==> config.mk <==
export PLATFORM = sky130hd
export DESIGN_NAME = udp_edge_event_encoder_flat
export DESIGN_NICKNAME = d
export VERILOG_FILES = /design/src/rtl/udp_edge_event_encoder_if.sv /design/src/rtl/udp_edge_event_encoder.sv /design/src/flat_wrapper.sv
export SDC_FILE = /design/constraint.sdc
export NUM_CORES = 1
export LEC_CHECK = 0
export BUFFER_PORTS_ARGS = -buffer_cell sky130_fd_sc_hd__clkbuf_2
export CAP_MARGIN = 20
export CORE_UTILIZATION = 55
export DETAILED_ROUTE_END_ITERATION = 10
export MAX_ROUTING_LAYER = met4
export PLACE_DENSITY = 0.76
export REMOVE_ABC_BUFFERS = 1
export SYNTH_ARGS = -nofsm -noshare
export SYNTH_HDL_FRONTEND = slang
export SYNTH_SLANG_ARGS = --single-unit
==> constraint.sdc <==
create_clock -name clk -period 5.92 [get_ports clk]
set_input_delay 0.592 -clock clk [delete_from_list [all_inputs] [get_ports clk]]
set_output_delay 0.592 -clock clk [all_outputs]
set_load 0.03 [all_outputs]
==> src/rtl/udp_edge_event_encoder_if.sv <==
// udp_edge_event_encoder_if
//   Bundles the sampling inputs and the event stream of the edge event
//   encoder.
//   master : the encoder. It takes sample_en/sig_in/ev_ready/clr_ovf and
//            drives ev_* and overflow.
//   slave  : the producer/consumer that surrounds the encoder.
//   Signals:
//     sample_en  sample sig_in this cycle
//     sig_in     N_SIG 4-state values, 2 bits each (00=0 01=1 10=x 11=z)
//     ev_valid   head event valid
//     ev_ready   head accepted when ev_valid & ev_ready
//     ev_mask    per-signal edge mask
//     ev_prev    pre-edge raw values
//     ev_curr    post-edge raw values
//     ev_rise    rising edge flags, (01) (0x) (x1)
//     ev_fall    falling edge flags, (10) (1x) (x0)
//     ev_time    sample count at capture
//     overflow   sticky flag, set when an event was dropped
//     clr_ovf    clears overflow
interface udp_edge_event_encoder_if #(
    parameter int N_SIG = 4,
    parameter int TS_W  = 16
);
    logic                 sample_en;
    logic [2*N_SIG-1:0]   sig_in;
    logic                 ev_valid;
    logic                 ev_ready;
    logic [N_SIG-1:0]     ev_mask;
    logic [2*N_SIG-1:0]   ev_prev;
    logic [2*N_SIG-1:0]   ev_curr;
    logic [N_SIG-1:0]     ev_rise;
    logic [N_SIG-1:0]     ev_fall;
    logic [TS_W-1:0]      ev_time;
    logic                 overflow;
    logic                 clr_ovf;

    modport master (
        input  sample_en, sig_in, ev_ready, clr_ovf,
        output ev_valid, ev_mask, ev_prev, ev_curr, ev_rise, ev_fall,
               ev_time, overflow
    );

    modport slave (
        output sample_en, sig_in, ev_ready, clr_ovf,
        input  ev_valid, ev_mask, ev_prev, ev_curr, ev_rise, ev_fall,
               ev_time, overflow
    );
endinterface

==> src/rtl/udp_edge_event_encoder.sv <==
// udp_edge_event_encoder
//   Samples N_SIG 4-state signals and turns every sample that contains at
//   least one transition into an event (mask, prev/curr raw values,
//   rise/fall flags, timestamp). Events are queued in a first-word-fall-
//   through FIFO of DEPTH entries and presented on a valid/ready stream.
//   Ports:
//     clk   clock, all state updates on the rising edge
//     rst   asynchronous active-high reset
//     bus   udp_edge_event_encoder_if.master (see interface header)
module udp_edge_event_encoder #(
    parameter int N_SIG = 4,
    parameter int DEPTH = 8,
    parameter int TS_W  = 16
) (
    input  logic                      clk,
    input  logic                      rst,
    udp_edge_event_encoder_if.master  bus
);
    localparam int AW = $clog2(DEPTH);

    typedef struct packed {
        logic [N_SIG-1:0]   mask;
        logic [N_SIG-1:0]   rise;
        logic [N_SIG-1:0]   fall;
        logic [2*N_SIG-1:0] prev;
        logic [2*N_SIG-1:0] curr;
        logic [TS_W-1:0]    ts;
    } event_t;

    // z is folded onto x so that x<->z never counts as an edge.
    function automatic logic [1:0] norm(input logic [1:0] v);
        return v[1] ? 2'b10 : v;
    endfunction

    // Among real edges, the rising ones leave 0 or arrive at 1:
    // (01) (0x) (x1). Every other edge is falling.
    function automatic logic rises(input logic [1:0] p, input logic [1:0] c);
        return (norm(p) == 2'b00) || (norm(c) == 2'b01);
    endfunction

    logic [2*N_SIG-1:0] prev_q;
    logic [TS_W-1:0]    ts_q;
    logic [AW:0]        wr_ptr;
    logic [AW:0]        rd_ptr;
    logic               ovf_q;
    event_t             mem [DEPTH];

    logic [N_SIG-1:0]   mask_p0;
    logic [N_SIG-1:0]   rise_p0;
    logic [N_SIG-1:0]   fall_p0;
    event_t             entry_p0;
    event_t             head_p1;
    logic               push, pop, wr_en, empty, full;

    // ---- stage p0: edge classification of the current sample ----
    always_comb begin
        mask_p0 = '0;
        rise_p0 = '0;
        fall_p0 = '0;
        for (int i = 0; i < N_SIG; i++) begin
            mask_p0[i] = norm(prev_q[2*i +: 2]) != norm(bus.sig_in[2*i +: 2]);
            rise_p0[i] = mask_p0[i] & rises(prev_q[2*i +: 2], bus.sig_in[2*i +: 2]);
            fall_p0[i] = mask_p0[i] & ~rise_p0[i];
        end
    end

    assign entry_p0 = '{mask: mask_p0, rise: rise_p0, fall: fall_p0,
                        prev: prev_q, curr: bus.sig_in, ts: ts_q};

    // Pointers carry one extra wrap bit to tell full from empty.
    assign empty = (wr_ptr == rd_ptr);
    assign full  = (wr_ptr[AW] != rd_ptr[AW]) && (wr_ptr[AW-1:0] == rd_ptr[AW-1:0]);
    assign push  = bus.sample_en & (|mask_p0);
    assign pop   = ~empty & bus.ev_ready;
    // A pop on a full FIFO frees the slot the simultaneous push needs.
    assign wr_en = push & (~full | pop);

    always_ff @(posedge clk or posedge rst) begin
        if (rst) begin
            prev_q <= {N_SIG{2'b10}};
            ts_q   <= '0;
            wr_ptr <= '0;
            rd_ptr <= '0;
            ovf_q  <= 1'b0;
        end else begin
            if (bus.sample_en) begin
                prev_q <= bus.sig_in;
                ts_q   <= ts_q + 1'b1;
            end
            if (wr_en) wr_ptr <= wr_ptr + 1'b1;
            if (pop)   rd_ptr <= rd_ptr + 1'b1;
            // A new drop wins over a simultaneous clear.
            if (push & full & ~pop)
                ovf_q <= 1'b1;
            else if (bus.clr_ovf)
                ovf_q <= 1'b0;
        end
    end

    // ---- stage p1: FIFO storage and head presentation ----
    always_ff @(posedge clk) begin
        if (wr_en) mem[wr_ptr[AW-1:0]] <= entry_p0;
    end

    // Storage is not reset; the head is forced to zero while the FIFO is empty.
    assign head_p1 = empty ? '0 : mem[rd_ptr[AW-1:0]];

    assign bus.ev_valid = ~empty;
    assign bus.ev_mask  = head_p1.mask;
    assign bus.ev_rise  = head_p1.rise;
    assign bus.ev_fall  = head_p1.fall;
    assign bus.ev_prev  = head_p1.prev;
    assign bus.ev_curr  = head_p1.curr;
    assign bus.ev_time  = head_p1.ts;
    assign bus.overflow = ovf_q;
endmodule
==> src/flat_wrapper.sv <==
// flat-port wrapper written by rule: the top's interface ports become plain ports
module udp_edge_event_encoder_flat 
#(
    parameter int N_SIG = 4,
    parameter int DEPTH = 8,
    parameter int TS_W  = 16
)
  (clk, rst, bus_sample_en, bus_sig_in, bus_ev_ready, bus_clr_ovf, bus_ev_valid, bus_ev_mask, bus_ev_prev, bus_ev_curr, bus_ev_rise, bus_ev_fall, bus_ev_time, bus_overflow);
  udp_edge_event_encoder_if #(.N_SIG(N_SIG), .TS_W(TS_W)) bus_i ();
  input  logic clk;
  input  logic rst;
  input wire logic [$bits(bus_i.sample_en)-1:0] bus_sample_en;
  input wire logic [$bits(bus_i.sig_in)-1:0] bus_sig_in;
  input wire logic [$bits(bus_i.ev_ready)-1:0] bus_ev_ready;
  input wire logic [$bits(bus_i.clr_ovf)-1:0] bus_clr_ovf;
  output wire logic [$bits(bus_i.ev_valid)-1:0] bus_ev_valid;
  output wire logic [$bits(bus_i.ev_mask)-1:0] bus_ev_mask;
  output wire logic [$bits(bus_i.ev_prev)-1:0] bus_ev_prev;
  output wire logic [$bits(bus_i.ev_curr)-1:0] bus_ev_curr;
  output wire logic [$bits(bus_i.ev_rise)-1:0] bus_ev_rise;
  output wire logic [$bits(bus_i.ev_fall)-1:0] bus_ev_fall;
  output wire logic [$bits(bus_i.ev_time)-1:0] bus_ev_time;
  output wire logic [$bits(bus_i.overflow)-1:0] bus_overflow;
  assign bus_i.sample_en = bus_sample_en;
  assign bus_i.sig_in = bus_sig_in;
  assign bus_i.ev_ready = bus_ev_ready;
  assign bus_i.clr_ovf = bus_clr_ovf;
  assign bus_ev_valid = bus_i.ev_valid;
  assign bus_ev_mask = bus_i.ev_mask;
  assign bus_ev_prev = bus_i.ev_prev;
  assign bus_ev_curr = bus_i.ev_curr;
  assign bus_ev_rise = bus_i.ev_rise;
  assign bus_ev_fall = bus_i.ev_fall;
  assign bus_ev_time = bus_i.ev_time;
  assign bus_overflow = bus_i.overflow;
  udp_edge_event_encoder #(.N_SIG(N_SIG), .DEPTH(DEPTH), .TS_W(TS_W)) u_core (.clk(clk), .rst(rst), .bus(bus_i));
endmodule
==> run metrics, run 1 <==
starting utilization of the core area=around 56%; DIE HEIGHT=167 um; synth unique cells=30; synthesized area=roughly 15000 um^2; hold bufs inserted after CTS=0; setup fix buffers added after clock tree synthesis=0; register cell area after layout=between 10000 and 15000 um^2; Via Count=roughly 7100; clock skew after layout=~0.012 ns; Num Clock Sinks=around 390; clock tree root buffer cell=sky130_fd_sc_hd__clkbuf_16; DR pass1 iterations=5; endpoint kind of the worst setup timing path=primary output; WL per Instance=between 20 and 25 um; crit path max fanout=45; post-DR vias/cell=between 6 and 7; Period Utilization, post-route=between 60% and 70%; GRT Total Usage=a little over a fifth; signed area change from the synthesized netlist to the final layout=13.6%; standard-cell rows=60; clock tree from TritonCTS=yes; cell count after synthesis=around 730; outcome=finished, final reports clean; slew at the pin closest to its max-slew limit=1.09 ns; worst slack at placement=2.54 ns; overflow left after global routing=0; data arrival time of the critical path=3.25 ns; minimum clock period=3.84 ns; sequential fraction of the synthesis area=about three quarters; placement-stage cell area=15800 um^2; clock slew seen by the registers of the worst setup and hold paths=roughly 0.060 ns; final hold slack=approximately 0.19 ns; Max-Slew Margin vs Limit=between 20 and 30%; startpoint kind of the worst setup timing path=flop; TritonCTS Buffers=40; port bufs=58; Clock H-tree levels=2; first-pass GRT wire length=roughly 44 mm; setup repair after global routing missed its margin=false; Chip Width=approximately 170 um; Setup violations, final=0; Post-Route WL=roughly 28 mm; vias in the first global route=7701; fin area=17100 um^2; floorplan die area=between 20000 and 30000 um^2; number of filler cells placed in the layout=roughly 1800; gp weighted congestion=0.729; layout net count=between 800 and 900; synthesis-stage register bit count=a little under 400; number of nets with antenna violations after detailed routing=0; top-level port count=approximately 60; worst setup path class=flop to primary output; post-layout utilization of the core=between 60% and 70%; CP Data Required Time=between 5 and 6 ns; maximum count of clock buffers along a single path=3; warning count from the yosys run=0; share of post-route cells with drive strength above 1=between 20% and 30%; DRC errors left=0; largest net degree at the start of global routing=75; max-cap check violation count=0; diode count=0; Synth Area per Inst=~21 um^2; worst voltage drop across the vdd grid=roughly 0.43 mV; count of cells resized by post-cts repair=0; hpwl dp=around 15 mm; count of pins over their slew limit=0; Initial DRC Count=~650; final hold violations=0; Hold/Removal Path Class=primary input to async pin; later-pin clock latency in the skew report=between 0.5 and 0.6 ns; core outline area=roughly 27000 um^2; Final WS setup=2.08 ns; leakage power of the design=roughly 5.9 nW; power density cells=roughly 550 nW/um^2; number of antenna violations at the first check in global routing=0; worst reg-to-reg path cell count=5; fmax=roughly 0.26 GHz; multi-input combinational cell area=between 3000 and 4000 um^2
==> flip-flops by register name, summed over array words and instances (netlist names) <==
signal,cells
u_core.mem,352
u_core.ts_q,16
u_core.rd_ptr,4
u_core.bus.overflow,1
u_core.wr_ptr,4
u_core.prev_q,8
==> path summary, 6_finish.rpt <==
path	start	end	slack [ns]
worst min-delay path	rst	u_core.prev_q[2]	0.19
worst min register to register	u_core.rd_ptr[3]	u_core.rd_ptr[3]	0.53
min in group clk	bus_clr_ovf	u_core.bus.overflow	0.31
worst max register to register	u_core.rd_ptr[0]	u_core.mem[7][31]	2.72
max in group asynchronous	rst	u_core.rd_ptr[0]	5.30
worst max-delay path	u_core.rd_ptr[0]	bus_ev_time[14]	2.08
==> synthesized netlist by cell type (all sizes together) <==
cell type	count	area share, %
nor4	7	0.29
nor2	61	1.5
xnor2	20	1.2
and2	4	0.17
and4	2	0.12
inv	14	0.35
nor4b	1	0.16
nand4	3	0.13
nand2b	1	0.042
nand2	14	0.35
nor2b	1	0.042
nand3	8	0.35
edfxtp	352	70
dfrtp	29	4.8
mux4	88	13
clkbuf	13	0.33
nor3	2	0.067
a21oi	4	0.13
o22ai	9	0.38
buf	21	0.70
or4	1	0.075
mux2	7	0.53
xor2	9	0.53
dfstp	4	0.70
o21ai	4	0.13
ha	3	0.25
and3	3	0.13
mux2i	44	2.9
==> metrics by stage <==
stage	instances	total power, W	setup TNS, ns
2_1_floorplan	695	0.00619	-924.34
3_3_place_gp	1116	0.00693	0
3_5_place_dp	1116	0.00701	0
4_1_cts	1188	0.00941	0
5_1_grt	1188	0.00971	0
6_report	1188	0.00931	0
==> power by group <==
part / leakage, nW / total, W / internal [W] / switching [W]
Sequential: 3.62 / 0.00383 / 0.00351 / 0.000326
Combinational: 1.63 / 0.00310 / 0.00119 / 0.00191
Clock: 0.619 / 0.00238 / 0.00141 / 0.000971
==> area by class of cell <==
cell class                      count  share of cell area [%]
Sequential cell                   385                    66.9
Multi-Input combinational cell    296                    20.2
Clock buffer                       52                    6.49
Timing Repair Buffer               80                    2.67
Tap cell                          341                    2.50
Clock inverter                     20                   0.910
Inverter                           14                   0.308
==> layer usage <==
metal  GRT usage (%)  up-vias  part of all wire (%)
li1                -     3107                     -
met1            29.0     3770                    42
met2            35.3      215                    51
met3            2.98       54                   4.9
met4            7.10        0                   2.3
met5               -        -                     0
==> layout by cell type (no fill, tap or decap), drive strengths merged, types with 4 or more instances in the layout <==
master,synthesis,routed
o22ai,9,9
mux2,7,7
dfstp,4,4
clkinv,0,14
edfxtp,352,352
nor4,7,7
clkbuf,13,110
xnor2,20,20
dfrtp,29,29
inv,14,15
o21ai,4,4
buf,21,22
nor2,61,61
mux2i,44,44
and2,4,4
mux4,88,88
xor2,9,9
nand2,14,14
nand3,8,8
a21oi,4,4
==> worst max-delay path, cell delays in order, from the launching register on <==
cell and delay, ns:
sky130_fd_sc_hd__dfrtp_4 1.03, sky130_fd_sc_hd__buf_4 0.59, sky130_fd_sc_hd__mux4_2 0.58, sky130_fd_sc_hd__mux2i_1 0.20, sky130_fd_sc_hd__nor2_1 0.11, sky130_fd_sc_hd__clkbuf_2 0.20
==> cells by family (layout without fill, tap and decap cells) <==
family          count (synthesis)  count (layout)  share of synthesized area, %
flops                         385             385                          75.9
simple gates                  108             108                          3.43
xor+xnor                       29              29                          1.69
mux                           139             139                          16.7
compound gates                 17              17                         0.642
buf+inv                        48             166                          1.38
fa+ha+maj                       3               3                         0.250
Note: power is estimated with default switching activity, not from simulation.
==> run 2: changes to the inputs <==
--- a/config.mk
+++ b/config.mk
@@ -7,10 +7,10 @@
 export LEC_CHECK = 0
 export BUFFER_PORTS_ARGS = -buffer_cell sky130_fd_sc_hd__clkbuf_2
 export CAP_MARGIN = 20
-export CORE_UTILIZATION = 55
+export CORE_UTILIZATION = 61
 export DETAILED_ROUTE_END_ITERATION = 10
 export MAX_ROUTING_LAYER = met4
-export PLACE_DENSITY = 0.76
+export PLACE_DENSITY = 0.8
 export REMOVE_ABC_BUFFERS = 1
 export SYNTH_ARGS = -nofsm -noshare
 export SYNTH_HDL_FRONTEND = slang
==> constraint.sdc (replaced) <==
create_clock -name clk -period 3.8 [get_ports clk]
set_input_delay 0.38 -clock clk [delete_from_list [all_inputs] [get_ports clk]]
set_output_delay 0.38 -clock clk [all_outputs]
set_load 0.03 [all_outputs]
==> run metrics, run 2 (same netlist as run 1, synthesis figures left out) <==
Max-Slew Margin vs Limit=34.8%; worst slack at placement=~0.83 ns; Period Utilization, post-route=84.4%; commonest non-fill, non-tap cells in the layout=sky130_fd_sc_hd__edfxtp_1, sky130_fd_sc_hd__mux4_2, sky130_fd_sc_hd__nor2_1; Chip Width=roughly 160 um; port bufs=between 50 and 60; maximum count of clock buffers along a single path=3; first-pass GRT wire length=~45 mm; overall power consumption=0.0144 W; leakage power of the design=between 5 and 6 nW; clock tree root buffer cell=sky130_fd_sc_hd__clkbuf_16; largest net degree at the start of global routing=92; slew at the pin closest to its max-slew limit=0.978 ns; worst voltage drop across the vdd grid=approximately 0.59 mV; DR pass1 iterations=5; DRC errors left=0; setup repair after global routing missed its margin=false; crit path max fanout=38; count of pins over their slew limit=0; Via Count=between 7000 and 8000; Clock H-tree levels=2; number of filler cells placed in the layout=around 1500; Final Instance Count excl. Fillers=1168; top-level port count=59; Final WS setup=a little under 0.6 ns; share of post-route cells with drive strength above 1=a little under 30%; floorplan die area=about 25000 um^2; number of placed instances, taps included=about 1100; signed area change from the synthesized netlist to the final layout=13.4%; number of nets with antenna violations after detailed routing=0; Initial DRC Count=600; max FFs per register=352; layout net count=832; vias in the first global route=just under 8000; post-DR vias/cell=around 6.2; standard-cell rows=between 50 and 60; WL per Instance=~25 um; Hold/Removal Path Class=primary input to async pin; number of antenna violations at the first check in global routing=0; clock tree from TritonCTS=yes; hpwl dp=approximately 16 mm; diode count=0; power density cells=849 nW/um^2; fmax=~0.31 GHz; worst setup path class=flop to primary output; most common library cell in the layout ignoring fill and taps=sky130_fd_sc_hd__edfxtp_1; Num Clock Sinks=about 390; data arrival time of the critical path=approximately 2.8 ns; post-layout utilization of the core=70.2%; hold bufs inserted after CTS=0; clock skew after layout=0.0194 ns; overflow left after global routing=0; gp weighted congestion=between 0.7 and 0.8; DIE HEIGHT=~160 um; Post-Route WL=between 20 and 30 mm; GRT Total Usage=24.8%; count of cells resized by post-cts repair=0; Setup violations, final=0; max-cap check violation count=0; TritonCTS Buffers=37; core outline area=roughly 24000 um^2; CP Data Required Time=between 3 and 4 ns; later-pin clock latency in the skew report=roughly 0.53 ns; setup fix buffers added after clock tree synthesis=0; outcome=finished, final reports clean; startpoint kind of the worst setup timing path=flop; endpoint kind of the worst setup timing path=primary output; final hold violations=0; clock slew seen by the registers of the worst setup and hold paths=~0.060 ns; starting utilization of the core area=between 60% and 70%; minimum clock period=about 3.2 ns
-- run 2: cell types whose count changed in the layout (fill, tap and decap cells not counted) --
cell,delta
sky130_fd_sc_hd__buf_4,-1
sky130_fd_sc_hd__clkinv_4,+1
sky130_fd_sc_hd__bufinv_16,+1
sky130_fd_sc_hd__clkbuf_8,-3
sky130_fd_sc_hd__clkbuf_16,-2
sky130_fd_sc_hd__clkinvlp_4,-3
sky130_fd_sc_hd__clkbuf_1,+1
sky130_fd_sc_hd__buf_12,+3
-- run 2: power breakdown --
part	internal, W	total [W]	switching, W
Sequential	0.00546	0.00589	0.000430
Clock	0.00210	0.00358	0.00148
Combinational	0.00188	0.00497	0.00309
Total	0.00945	0.0144	0.00500
-- run 2: routing by layer --
layer / up-vias / wire length (um) / track usage [%]
li1: 3108 / - / -
met1: 3840 / 11300 / 32.2
met2: 284 / 15400 / 41.6
met3: 51 / 1910 / 3.27
met4: 0 / 561 / 7.30
met5: - / 0 / -
-- run 2: path summary, 6_finish.rpt --
| kind | from | to | slack, ns | depth (start not counted) |
|---|---|---|---|---|
| setup / recovery | u_core.rd_ptr[0] | bus_ev_time[1] | 0.59 | 5 |
| hold / removal | rst | u_core.ts_q[8] | 0.01 | 2 |
| setup reg to reg | u_core.prev_q[1] | u_core.mem[3][38] | 0.88 | 6 |
| hold reg to reg | u_core.wr_ptr[3] | u_core.wr_ptr[3] | 0.51 | 1 |
| max in group asynchronous | rst | u_core.prev_q[5] | 2.94 | 3 |
| min in group clk | bus_clr_ovf | u_core.bus.overflow | 0.09 | 2 |
-- run 2: final cells by class --
type / instances / area [um^2] / area share [%]
clock buffers: 48 / 1020 / 5.99
clock inverters: 19 / 171 / 1.01
inverters: 14 / 52.6 / 0.309
multi-input cells: 296 / 3450 / 20.3
flip-flops and latches: 385 / 11400 / 67.1
well taps: 324 / 405 / 2.38
repair buffers: 82 / 508 / 2.99
-- run 2: metrics by stage --
step | hold slack (ns) | area (um^2) | setup TNS, ns
after global placement | 0.476 | 15800 | 0
after floorplan | 0.462 | 14900 | -1754.10
final | 0.0101 | 17000 | 0
after global routing | 0.0384 | 17000 | 0
after detailed placement | 0.487 | 15800 | 0
after CTS | 0.0153 | 17000 | 0
-- run 2: worst max-delay path, cell delays in order, from the launching register on --
cell and delay (ns):
sky130_fd_sc_hd__dfrtp_4 0.80, sky130_fd_sc_hd__buf_12 0.36, sky130_fd_sc_hd__mux4_2 0.57, sky130_fd_sc_hd__mux2i_1 0.28, sky130_fd_sc_hd__nor2_1 0.07, sky130_fd_sc_hd__clkbuf_2 0.19
==> run 3: changes to the inputs <==
--- a/config.mk
+++ b/config.mk
@@ -7,10 +7,10 @@
 export LEC_CHECK = 0
 export BUFFER_PORTS_ARGS = -buffer_cell sky130_fd_sc_hd__clkbuf_2
 export CAP_MARGIN = 20
-export CORE_UTILIZATION = 61
+export CORE_UTILIZATION = 55
 export DETAILED_ROUTE_END_ITERATION = 10
 export MAX_ROUTING_LAYER = met4
-export PLACE_DENSITY = 0.8
+export PLACE_DENSITY = 0.76
 export REMOVE_ABC_BUFFERS = 1
 export SYNTH_ARGS = -nofsm -noshare
 export SYNTH_HDL_FRONTEND = slang
==> constraint.sdc (replaced) <==
create_clock -name clk -period 2.7 [get_ports clk]
set_input_delay 0.27 -clock clk [delete_from_list [all_inputs] [get_ports clk]]
set_output_delay 0.27 -clock clk [all_outputs]
set_load 0.03 [all_outputs]
==> run metrics, run 3 (same netlist as run 1, synthesis figures left out) <==
DIE HEIGHT=about 170 um; Num Clock Sinks=between 300 and 400; Via Count=approximately 7400; later-pin clock latency in the skew report=0.52 ns; max FFs per register=between 300 and 400; hpwl dp=about 17 mm; most common library cell in the layout ignoring fill and taps=sky130_fd_sc_hd__edfxtp_1; slew at the pin closest to its max-slew limit=0.976 ns; top sig layer=met4; multi-input combinational cell area=between 3000 and 4000 um^2; max-cap check violation count=0; CP Data Required Time=2.43 ns; worst voltage drop across the vdd grid=0.779 mV; Post-Route M1 WL=approximately 13 mm; Setup violations, final=0; number of antenna violations at the first check in global routing=0; number of placed instances, taps included=around 1100; number of nets with antenna violations after detailed routing=0; Hold/Removal Path Class=primary input to flop; crit path max fanout=17; register cell area after layout=about 11000 um^2; final hold slack=approximately 0.12 ns; outcome=finished, final reports clean; data arrival time of the critical path=around 2.4 ns; number of filler cells placed in the layout=1745; Final WS setup=about 0.0098 ns; worst setup path class=flop to primary output; Final Instance Count excl. Fillers=about 1200; TritonCTS Buffers=37; power density cells=between 1000 and 1500 nW/um^2; vias in the first global route=between 7000 and 8000; leakage power of the design=approximately 6 nW; endpoint kind of the worst setup timing path=primary output; share of post-route cells with drive strength above 1=between 30% and 40%; GRT Total Usage=between 20% and 30%; floorplan die area=roughly 28000 um^2; worst slack at placement=-0.131 ns; starting utilization of the core area=a little under three fifths; core outline area=26900 um^2; clock tree from TritonCTS=yes; top-level port count=slightly below 60; clock skew after layout=0.0155 ns; overall power consumption=between 0.02 and 0.025 W; gp weighted congestion=0.777; DRC errors left=0; Clock H-tree levels=2; Chip Width=between 150 and 200 um; clock slew seen by the registers of the worst setup and hold paths=roughly 0.060 ns; routed length on met2=between 15 and 20 mm; largest net degree at the start of global routing=92; final hold violations=0; signed area change from the synthesized netlist to the final layout=15.3%; DR WL met3=between 1.5 and 2 mm; startpoint kind of the worst setup timing path=flop; Initial DRC Count=between 600 and 700; port bufs=58; minimum clock period=between 2 and 3 ns; DR pass1 iterations=4; post-DR vias/cell=slightly above 6; Post-Route WL=a little over 30 mm; standard-cell rows=60; Max-Slew Margin vs Limit=approximately a third; WL per Instance=between 20 and 30 um; diode count=0; maximum count of clock buffers along a single path=3; Period Utilization, post-route=99.6%; fmax=around 0.37 GHz; setup repair after global routing missed its margin=true; post-layout utilization of the core=64.4%; first-pass GRT wire length=about 46 mm; commonest non-fill, non-tap cells in the layout=sky130_fd_sc_hd__edfxtp_1, sky130_fd_sc_hd__mux4_2, sky130_fd_sc_hd__nor2_1; clock tree root buffer cell=sky130_fd_sc_hd__clkbuf_16; count of pins over their slew limit=0; overflow left after global routing=0; layout net count=between 800 and 900
## run 3: path summary, 6_finish.rpt
kind	endpoint	slack, ns	cells past startpoint	from
max	bus_ev_time[14]	0.01	5	u_core.rd_ptr[0]
min	u_core.rd_ptr[2]	0.12	3	bus_ev_ready
max reg2reg	u_core.mem[0][38]	0.14	6	u_core.prev_q[1]
min reg2reg	u_core.rd_ptr[3]	0.49	1	u_core.rd_ptr[3]
max in group asynchronous	u_core.ts_q[9]	1.41	4	rst
min in group asynchronous	u_core.prev_q[2]	0.51	3	rst
## run 3: layer usage
metal / vias to the layer above / track usage [%]
met5: - / -
met4: 0 / 6.98
met3: 40 / 3.19
met2: 266 / 36.0
met1: 3938 / 31.1
li1: 3142 / -
## run 3: timing repair
action	CTS	global route
hold buffers	2	0
setup endpoints to repair	176	70
setup buffers	0	0
gates cloned	0	3
hold endpoints to repair	15	0
gates resized for setup	16	17
## run 3: stage by stage
step / instance area, um^2 / setup TNS [ns]
floorplan: 14900 / -2195.75
finish: 17300 / 0
global route: 17300 / -0.303
CTS: 17200 / -0.340
detailed placement: 16000 / -6.88
global placement: 16000 / 0
## run 3: final cells by class
| cell class | count | share of cell area, % |
|---|---|---|
| Tap cell | 341 | 2.47 |
| Clock inverter | 22 | 0.832 |
| Inverter | 14 | 0.304 |
| Sequential cell | 385 | 66.0 |
| Clock buffer | 45 | 5.64 |
| Timing Repair Buffer | 99 | 4.74 |
| Multi-Input combinational cell | 296 | 20.1 |
## run 3: worst max-delay path, stage by stage (launching register included)
cell	delay (ns)
sky130_fd_sc_hd__dfrtp_4	0.55
sky130_fd_sc_hd__buf_16	0.23
sky130_fd_sc_hd__mux4_2	0.53
sky130_fd_sc_hd__mux2i_1	0.28
sky130_fd_sc_hd__nor2_1	0.11
sky130_fd_sc_hd__clkbuf_2	0.20
## run 3: where the power goes
part | switching, W | internal (W) | leakage (nW)
Sequential | 0.000532 | 0.00769 | 3.62
Combinational | 0.00461 | 0.00301 | 1.79
Clock | 0.00210 | 0.00268 | 0.552
